`config.mk`:
```
export PLATFORM = sky130hd
export DESIGN_NAME = adapter_axi_stream_2_bram_flat
export DESIGN_NICKNAME = d
export VERILOG_FILES = /design/src/rtl/adapter_axi_stream_2_bram_if.sv /design/src/rtl/adapter_axi_stream_2_bram.sv /design/src/flat_wrapper.sv
export SDC_FILE = /design/constraint.sdc
export NUM_CORES = 1
export LEC_CHECK = 0
export CAP_MARGIN = 20
export CORE_MARGIN = 8
export CORE_UTILIZATION = 48
export CTS_CLUSTER_DIAMETER = 150
export DETAILED_ROUTE_END_ITERATION = 10
export PLACE_DENSITY_LB_ADDON = 0.15
export SYNTH_ARGS = -nofsm -noshare
export SYNTH_HDL_FRONTEND = slang
export SYNTH_SLANG_ARGS = --single-unit
export TNS_END_PERCENT = 5
```
`constraint.sdc`:
```
create_clock -name clk -period 3 [get_ports clk]
set_input_delay 0.6 -clock clk [delete_from_list [all_inputs] [get_ports clk]]
set_output_delay 0.6 -clock clk [all_outputs]
set_load 0.005 [all_outputs]
```
`src/rtl/adapter_axi_stream_2_bram_if.sv`:
```
// Signal bundle between an AXI Stream source / BRAM write port and the
// stream-to-BRAM adapter. The slave modport is the adapter's view; the
// master modport is the view of whatever drives the stream and grants buffers.
interface adapter_axi_stream_2_bram_if #(
    parameter int AXIS_DATA_WIDTH = 32,
    parameter int BRAM_DEPTH      = 8,
    parameter int USER_DEPTH      = 1
);
    // AXI Stream side
    logic [USER_DEPTH-1:0]      i_axis_user;
    logic                       i_axis_valid;
    logic                       o_axis_ready;
    logic [AXIS_DATA_WIDTH-1:0] i_axis_data;
    logic                       i_axis_last;

    // Buffer grant and BRAM write side
    logic                       i_bram_en;
    logic [BRAM_DEPTH-1:0]      i_bram_size;
    logic                       o_bram_we;
    logic [BRAM_DEPTH-1:0]      o_bram_addr;
    logic [AXIS_DATA_WIDTH-1:0] o_bram_data;
    logic [USER_DEPTH-1:0]      o_bram_user;
    logic [BRAM_DEPTH-1:0]      o_bram_count;
    logic                       o_bram_fin;
    logic                       o_bram_last;

    modport slave (
        input  i_axis_user, i_axis_valid, i_axis_data, i_axis_last,
        input  i_bram_en, i_bram_size,
        output o_axis_ready,
        output o_bram_we, o_bram_addr, o_bram_data, o_bram_user,
        output o_bram_count, o_bram_fin, o_bram_last
    );

    modport master (
        output i_axis_user, i_axis_valid, i_axis_data, i_axis_last,
        output i_bram_en, i_bram_size,
        input  o_axis_ready,
        input  o_bram_we, o_bram_addr, o_bram_data, o_bram_user,
        input  o_bram_count, o_bram_fin, o_bram_last
    );
endinterface

```
`src/rtl/adapter_axi_stream_2_bram.sv`:
```
// AXI Stream to BRAM adapter. Each granted buffer is filled from address 0
// upward, one word per accepted beat, until the packet ends (i_axis_last) or
// the buffer reaches its granted size. The buffer is then handed back with
// o_bram_fin, the word count, the user sideband of its first beat and a flag
// telling whether it ended on a packet boundary. A packet that overflows a
// buffer simply continues into the next grant.
module adapter_axi_stream_2_bram #(
    parameter int AXIS_DATA_WIDTH = 32,
    parameter int BRAM_DEPTH      = 8,
    parameter int USER_DEPTH      = 1
) (
    input  logic                       clk,
    input  logic                       rst,
    adapter_axi_stream_2_bram_if.slave bus
);

    typedef enum logic [1:0] {
        IDLE  = 2'd0,
        WRITE = 2'd1,
        FLUSH = 2'd2,
        FIN   = 2'd3
    } state_t;

    state_t state;
    state_t next_state;

    // Capacity of the current buffer, captured at grant time.
    logic [BRAM_DEPTH-1:0]      size_r;

    // Stream handshake.
    logic                       ready_r;
    logic                       accept;

    // Registered BRAM write port (one stage behind the accepted beat).
    logic                       we_p1;
    logic [BRAM_DEPTH-1:0]      addr_p1;
    logic [AXIS_DATA_WIDTH-1:0] data_p1;

    // Per-buffer status reported back to the buffer owner.
    logic [BRAM_DEPTH-1:0]      count_r;
    logic [USER_DEPTH-1:0]      user_r;
    logic                       last_r;
    logic                       fin_r;

    // Fill detection is one bit wider than the count so a full-size buffer
    // (2^BRAM_DEPTH-1 words) never wraps the comparison.
    logic [BRAM_DEPTH:0]        count_inc;
    logic                       fill_hit;

    assign accept    = (state == WRITE) && bus.i_axis_valid && ready_r;
    assign count_inc = {1'b0, count_r} + {{BRAM_DEPTH{1'b0}}, 1'b1};
    assign fill_hit  = (count_inc == {1'b0, size_r});

    // Next-state logic; a withdrawn grant always wins and returns to IDLE.
    always_comb begin
        next_state = state;
        case (state)
            IDLE: begin
                if (bus.i_bram_en) begin
                    next_state = (bus.i_bram_size == '0) ? FIN : WRITE;
                end
            end
            WRITE: begin
                if (!bus.i_bram_en) begin
                    next_state = IDLE;
                end else if (accept && (bus.i_axis_last || fill_hit)) begin
                    next_state = FLUSH;
                end
            end
            FLUSH: begin
                next_state = bus.i_bram_en ? FIN : IDLE;
            end
            FIN: begin
                if (!bus.i_bram_en) begin
                    next_state = IDLE;
                end
            end
            default: next_state = IDLE;
        endcase
    end

    // State register.
    always_ff @(posedge clk or negedge rst) begin
        if (!rst) begin
            state <= IDLE;
        end else begin
            state <= next_state;
        end
    end

    // Latch the granted buffer capacity when IDLE first sees the grant.
    always_ff @(posedge clk or negedge rst) begin
        if (!rst) begin
            size_r <= '0;
        end else if ((state == IDLE) && bus.i_bram_en) begin
            size_r <= bus.i_bram_size;
        end
    end

    // Ready is registered: high for every WRITE cycle that stays in WRITE,
    // so it drops on the same edge that accepts the closing beat.
    always_ff @(posedge clk or negedge rst) begin
        if (!rst) begin
            ready_r <= 1'b0;
        end else begin
            ready_r <= (state == WRITE) && (next_state == WRITE);
        end
    end

    // BRAM write port: each accepted beat is presented for exactly one cycle.
    always_ff @(posedge clk or negedge rst) begin
        if (!rst) begin
            we_p1   <= 1'b0;
            addr_p1 <= '0;
            data_p1 <= '0;
        end else begin
            we_p1 <= accept;
            if (accept) begin
                addr_p1 <= count_r;
                data_p1 <= bus.i_axis_data;
            end
        end
    end

    // Buffer status: cleared in IDLE, updated per beat in WRITE, held in FIN.
    always_ff @(posedge clk or negedge rst) begin
        if (!rst) begin
            count_r <= '0;
            user_r  <= '0;
            last_r  <= 1'b0;
        end else if (state == IDLE) begin
            count_r <= '0;
            last_r  <= 1'b0;
        end else if (accept) begin
            count_r <= count_inc[BRAM_DEPTH-1:0];
            last_r  <= bus.i_axis_last;
            if (count_r == '0) begin
                user_r <= bus.i_axis_user;
            end
        end
    end

    // Completion flag follows FIN one cycle late, so the final write has
    // already landed and the flag clears one cycle after the grant drops.
    always_ff @(posedge clk or negedge rst) begin
        if (!rst) begin
            fin_r <= 1'b0;
        end else begin
            fin_r <= (state == FIN);
        end
    end

    assign bus.o_axis_ready = ready_r;
    assign bus.o_bram_we    = we_p1;
    assign bus.o_bram_addr  = addr_p1;
    assign bus.o_bram_data  = data_p1;
    assign bus.o_bram_user  = user_r;
    assign bus.o_bram_count = count_r;
    assign bus.o_bram_fin   = fin_r;
    assign bus.o_bram_last  = last_r;

endmodule

```
`src/flat_wrapper.sv`:
```
// flat-port wrapper written by rule: the top's interface ports become plain ports
module adapter_axi_stream_2_bram_flat 
#(
    parameter int AXIS_DATA_WIDTH = 32,
    parameter int BRAM_DEPTH      = 8,
    parameter int USER_DEPTH      = 1
)
  (clk, rst, bus_i_axis_user, bus_i_axis_valid, bus_i_axis_data, bus_i_axis_last, bus_i_bram_en, bus_i_bram_size, bus_o_axis_ready, bus_o_bram_we, bus_o_bram_addr, bus_o_bram_data, bus_o_bram_user, bus_o_bram_count, bus_o_bram_fin, bus_o_bram_last);
  adapter_axi_stream_2_bram_if #(.AXIS_DATA_WIDTH(AXIS_DATA_WIDTH), .BRAM_DEPTH(BRAM_DEPTH), .USER_DEPTH(USER_DEPTH)) bus_i ();
  input  logic clk;
  input  logic rst;
  input wire logic [$bits(bus_i.i_axis_user)-1:0] bus_i_axis_user;
  input wire logic [$bits(bus_i.i_axis_valid)-1:0] bus_i_axis_valid;
  input wire logic [$bits(bus_i.i_axis_data)-1:0] bus_i_axis_data;
  input wire logic [$bits(bus_i.i_axis_last)-1:0] bus_i_axis_last;
  input wire logic [$bits(bus_i.i_bram_en)-1:0] bus_i_bram_en;
  input wire logic [$bits(bus_i.i_bram_size)-1:0] bus_i_bram_size;
  output wire logic [$bits(bus_i.o_axis_ready)-1:0] bus_o_axis_ready;
  output wire logic [$bits(bus_i.o_bram_we)-1:0] bus_o_bram_we;
  output wire logic [$bits(bus_i.o_bram_addr)-1:0] bus_o_bram_addr;
  output wire logic [$bits(bus_i.o_bram_data)-1:0] bus_o_bram_data;
  output wire logic [$bits(bus_i.o_bram_user)-1:0] bus_o_bram_user;
  output wire logic [$bits(bus_i.o_bram_count)-1:0] bus_o_bram_count;
  output wire logic [$bits(bus_i.o_bram_fin)-1:0] bus_o_bram_fin;
  output wire logic [$bits(bus_i.o_bram_last)-1:0] bus_o_bram_last;
  assign bus_i.i_axis_user = bus_i_axis_user;
  assign bus_i.i_axis_valid = bus_i_axis_valid;
  assign bus_i.i_axis_data = bus_i_axis_data;
  assign bus_i.i_axis_last = bus_i_axis_last;
  assign bus_i.i_bram_en = bus_i_bram_en;
  assign bus_i.i_bram_size = bus_i_bram_size;
  assign bus_o_axis_ready = bus_i.o_axis_ready;
  assign bus_o_bram_we = bus_i.o_bram_we;
  assign bus_o_bram_addr = bus_i.o_bram_addr;
  assign bus_o_bram_data = bus_i.o_bram_data;
  assign bus_o_bram_user = bus_i.o_bram_user;
  assign bus_o_bram_count = bus_i.o_bram_count;
  assign bus_o_bram_fin = bus_i.o_bram_fin;
  assign bus_o_bram_last = bus_i.o_bram_last;
  adapter_axi_stream_2_bram #(.AXIS_DATA_WIDTH(AXIS_DATA_WIDTH), .BRAM_DEPTH(BRAM_DEPTH), .USER_DEPTH(USER_DEPTH)) u_core (.clk(clk), .rst(rst), .bus(bus_i));
endmodule
```
After elaboration in Yosys (flattened, before gate mapping)
Index checks and enable logic that the tools add are counted.
- word-level logic and storage cells: 39
- register bits after elaboration: 63
- output and inout bits: 53
- input port bits: 46
- eq/ne operators: 5
- multiplexer cells: 11
- add/sub/neg operators: 1
- bitwise operators: 1
- reductions and logical operators: 11
- operator list (kind ; number):
    8-bit logical NOT ; 2
    8-bit two-way mux ; 2
    2-bit two-way mux ; 6
    8-bit by 1-bit adder with 9-bit output, second input constant ; 1
    9-bit by 8-bit == test with 1-bit output ; 1
    2-bit case mux with 4 select lines ; 1
    1-bit logical AND ; 5
    2-bit by 1-bit == test with 1-bit output, second input constant ; 2
    2-bit == test, second input constant ; 2
    3-bit AND reduction ; 1
    2-bit logical NOT ; 1
    1-bit two-way mux ; 2
    2-bit nonzero test ; 1
    1-bit logical OR ; 1
    1-bit NOT ; 1

Depth between registers and ports, before layout
- word-level depth: 9
- mapped depth: 7
- depth with buffers taken out: 7

Least setup slack after synthesis
OpenSTA, ideal clock, no wires.
- kind: register -> register
- from: register u_core.count_r[0], in the netlist u_core.bus.o_bram_count[0]
- to: register u_core.ready_r, in the netlist u_core.bus.o_axis_ready
- data arrival time: 1.804 ns
- library setup time: 0.130 ns
- setup slack: 1.067 ns
- cell stages (with the launch flop): 8
- cells stage by stage: dfrtp_1 > inv_1 > ha_1 > xnor2_1 > nand3_1 > or4_4 > nor4_4 > nor4b_1
- cells in the longest elaborated chain, start to end: 9
- ends and longest elaborated chain (what ; line ; RTL):
    start: declaration ; adapter_axi_stream_2_bram.sv:40 ; logic [BRAM_DEPTH-1:0] count_r;
    start signal: assignment ; adapter_axi_stream_2_bram.sv:135 ; count_r <= count_inc[BRAM_DEPTH-1:0];
    8-bit by 1-bit adder with 9-bit output ; adapter_axi_stream_2_bram.sv:51 ; assign count_inc = {1'b0, count_r} + {{BRAM_DEPTH{1'b0}}, 1'b1};
    9-bit by 8-bit == test with 1-bit output ; adapter_axi_stream_2_bram.sv:52 ; assign fill_hit = (count_inc == {1'b0, size_r});
    1-bit logical OR ; adapter_axi_stream_2_bram.sv:66 ; end else if (accept && (bus.i_axis_last || fill_hit)) begin
    1-bit logical AND ; adapter_axi_stream_2_bram.sv:66 ;
    2-bit two-way mux ; adapter_axi_stream_2_bram.sv:66 ;
    2-bit two-way mux ; adapter_axi_stream_2_bram.sv:64 ; if (!bus.i_bram_en) begin
    2-bit case mux with 4 select lines ; adapter_axi_stream_2_bram.sv:57 ; case (state)
    2-bit by 1-bit == test with 1-bit output ; adapter_axi_stream_2_bram.sv:106 ; ready_r <= (state == WRITE) && (next_state == WRITE);
    1-bit logical AND ; adapter_axi_stream_2_bram.sv:106 ;
    end signal: assignment ; adapter_axi_stream_2_bram.sv:106 ;
    end: declaration ; adapter_axi_stream_2_bram.sv:31 ; logic ready_r;
No other way between the ends.
A chain may end at the register's enable or synchronous reset.

Worst setup path after layout
Ends and elaborated chain as after synthesis.

==> flow_metrics.env <==
export IMPL_num_io_pins=99
export IMPL_fin_nets=434
export IMPL_drcViolationCount=0
export IMPL_drv_cap=0
export IMPL_synth_edff_count=0
export IMPL_syn_area_um2=2740
export IMPL_finalNonFillerCells=462
export IMPL_final_period_utilization=0.717
export IMPL_viasPerCell=4.95
export IMPL_num_antenna_cells=0
export IMPL_powerDensity_nw_per_um2=574
export IMPL_fin_ws_ns=0.850
export IMPL_std_cell_rows=27
export IMPL_sequentialPowerShare=0.451
export IMPL_h_tree_depth=3
export IMPL_leakage_nw=1.86
export IMPL_final_util=0.724
export IMPL_dp_slack_ns=0.631
export IMPL_top_layer_used="met4"
export IMPL_p_sw_mw=0.549
export IMPL_cp_num_buf_inv=1
export IMPL_slew_viol_final=0
export IMPL_crit_required_ns=3.21
export IMPL_clock_skew_final_ns=0.00635
export IMPL_worst_pin_slew_ns=0.689
export IMPL_cts_root_buf="clkbuf_8"
export IMPL_outcome="completed"
export IMPL_cp_cell_sequence="inv_1, ha_1, xnor2_1, nand3_1, or4_4, nor4_4, nor4b_1"
export IMPL_die_y_um=91.5
export IMPL_grtUsageTotal=0.172
export IMPL_netlist_instances=286
export IMPL_ir_drop_mv=0.425
export IMPL_drt_met1_wl_um=3070
export IMPL_area_growth_synth_to_final_pct=45.7
export IMPL_synth_top_cell_by_area="dfrtp_1"
export IMPL_yosysTopAreaCellShare=0.576
export IMPL_clk_pin_slew_ns=0.07
export IMPL_place_hpwl_um=4880
export IMPL_ys_seq_area_frac=0.576
export IMPL_wl_met2_um=3180
export IMPL_postRouteAntennaNets=0
export IMPL_syn_avg_cell_area_um2=9.56
export IMPL_critPathTopFamily="simple AND/OR/NAND/NOR gates"
export IMPL_cp_end_kind="flop"
export IMPL_setup_violations=0
export IMPL_clk_latency_ns=0.33
export IMPL_dp_cells=447
export IMPL_synth_main_ff_cell="dfrtp_1"
export IMPL_cts_buffers_inserted=9
export IMPL_start_util=0.497
export IMPL_p_comb_frac=0.200
export IMPL_regArea_um2=1580
export IMPL_clk_path_buf_depth=2
export IMPL_hp_class="input pin to async pin"
export IMPL_cts_tree="yes"
export IMPL_synth_cell_types=36
export IMPL_dieArea_um2=8370
export IMPL_switching_share=0.240
export IMPL_grt_start_max_net_pins=51
export IMPL_worstPathArrival_ns=2.36
export IMPL_antenna_found_initial=0
export IMPL_syn_nets=334
export IMPL_setup_tns_ns=0
export IMPL_routed_wl_um=6920
export IMPL_cp_max_fo=6
export IMPL_holdWs_ns=0.303
export IMPL_rsz0062_at_grt="no"
export IMPL_cts_sinks=63
export IMPL_drtIter0Drc=67
export IMPL_global_route_overflow_total=0
export IMPL_max_slew_margin_rel=0.540
export IMPL_criticalPathCategory="flop to flop"
export IMPL_dr_wl_met3_um=504
export IMPL_start_kind="flop"
export IMPL_die_w_um=91.5
export IMPL_period_needed_ns=2.15
export IMPL_hold_buffers=0
export IMPL_num_vias=2288
export IMPL_drive_gt1_frac=0.0897
export IMPL_async_reset_ff_frac=1.00
export IMPL_gp_congestion=0.782
export IMPL_fillers=416
export IMPL_ys_top_cells_by_area="dfrtp_1 (58%), nand2_1 (18%), mux2_2 (3.7%), xnor2_1 (2.9%), o21ai_0 (1.8%)"
export IMPL_grt_pass1_vias=2356
export IMPL_drt_wirelength_per_cell_um=15.0
export IMPL_portBuffers=98
export IMPL_crit_slowest_cell="or4_4"
export IMPL_multi_input_area_um2=1090
export IMPL_ys_warn_count=0
export IMPL_grt_pass1_wl_um=11600
export IMPL_p_int_mw=1.74
export IMPL_hold_viol=0
export IMPL_post_cts_buffers=0
export IMPL_core_um2=5510
export IMPL_drt_pre_antenna_iters=4
export IMPL_p_clk_frac=0.349
export IMPL_fmax_mhz=465
export IMPL_critPathMaxStageDelay_ns=0.55
export IMPL_synth_seq_cells=63
export IMPL_cts_resized_gates=0
## cells by family after synthesis
kind of cell / after synthesis / share of synthesized area
mux: 9 / 0.0371
buf+inv: 17 / 0.0261
simple gates: 163 / 0.262
compound gates: 18 / 0.0393
xor+xnor: 14 / 0.0499
flops: 63 / 0.576
fa+ha+maj: 2 / 0.00915
## layer usage
layer	vias to the layer above	track usage
met5	-	0
met4	0	0.0873
met3	15	0.0486
met2	91	0.265
met1	1065	0.214
li1	1117	-
## sequential cells by signal, summed over array words and instances, names as in the netlist
signal	flops
u_core.bus.o_bram_count	8
u_core.bus.o_bram_fin	1
u_core.bus.o_bram_we	1
u_core.bus.o_axis_ready	1
u_core.state	2
u_core.bus.o_bram_addr	8
u_core.size_r	8
u_core.bus.o_bram_data	32
u_core.bus.o_bram_user	1
u_core.bus.o_bram_last	1
## cells in the mapped netlist, drive strengths merged (2+ instances only)
library cell,n
nand2,128
dfrtp,63
nor2,13
o21ai,11
mux2,9
xnor2,9
buf,8
clkbuf,5
nand3,5
inv,4
xor2,4
and2,3
nor3,3
o31ai,3
or4,3
ha,2
nand4b,2
nor4,2
## power by group through the flow
stage,combinational [mW],sequential [mW],clock (mW)
after floorplan,0.144,1.05,0
after global placement,0.456,1.04,0
after detailed placement,0.466,1.05,0
after CTS,0.470,1.03,0.817
after global routing,0.508,1.05,0.852
final,0.458,1.03,0.797
## per-stage QoR
step	power, mW	instance area [µm²]
2_1_floorplan	1.19	2740
4_1_cts	2.32	3990
5_1_grt	2.41	3990
3_3_place_gp	1.50	3770
6_report	2.29	3990
3_5_place_dp	1.51	3770
## area by class of cell
class                      instances  area share
sequential                        63       0.395
clock buffer                      11      0.0355
clock inverter                     4      0.0176
inverter                           4     0.00377
timing repair buffer             102       0.252
multi-input combinational        206       0.273
tap                               72      0.0226
## worst paths after layout
check                      slack (ns)                         end  depth (start not counted)                       start
min in group clk                 0.47  u_core.bus.o_bram_data[18]                          2  u_core.bus.o_bram_data[18]
min                              0.30   u_core.bus.o_bram_addr[7]                          1                         rst
min reg2reg                      0.47  u_core.bus.o_bram_data[18]                          2  u_core.bus.o_bram_data[18]
max                              0.85     u_core.bus.o_axis_ready                          7  u_core.bus.o_bram_count[0]
max reg2reg                      0.85     u_core.bus.o_axis_ready                          7  u_core.bus.o_bram_count[0]
max in group asynchronous        1.96   u_core.bus.o_bram_data[6]                          2                         rst
## placed cells by master, fill, tap and decap left out, types with 2 or more instances in the layout
master | synthesis | layout
nand2_1 | 128 | 128
clkbuf_8 | 0 | 10
nand3_1 | 3 | 3
o21ai_0 | 10 | 10
nor3_1 | 2 | 2
clkinv_2 | 0 | 2
or4_1 | 2 | 2
buf_4 | 1 | 4
o31ai_1 | 3 | 3
clkdlybuf4s50_1 | 0 | 97
ha_1 | 2 | 2
xor2_1 | 4 | 4
nor2_1 | 13 | 13
bufinv_16 | 0 | 2
and2_1 | 3 | 3
inv_1 | 3 | 3
nand3_2 | 2 | 2
dfrtp_1 | 63 | 63
mux2_2 | 9 | 9
xnor2_1 | 9 | 9
Note: power is estimated with default switching activity, not from simulation.
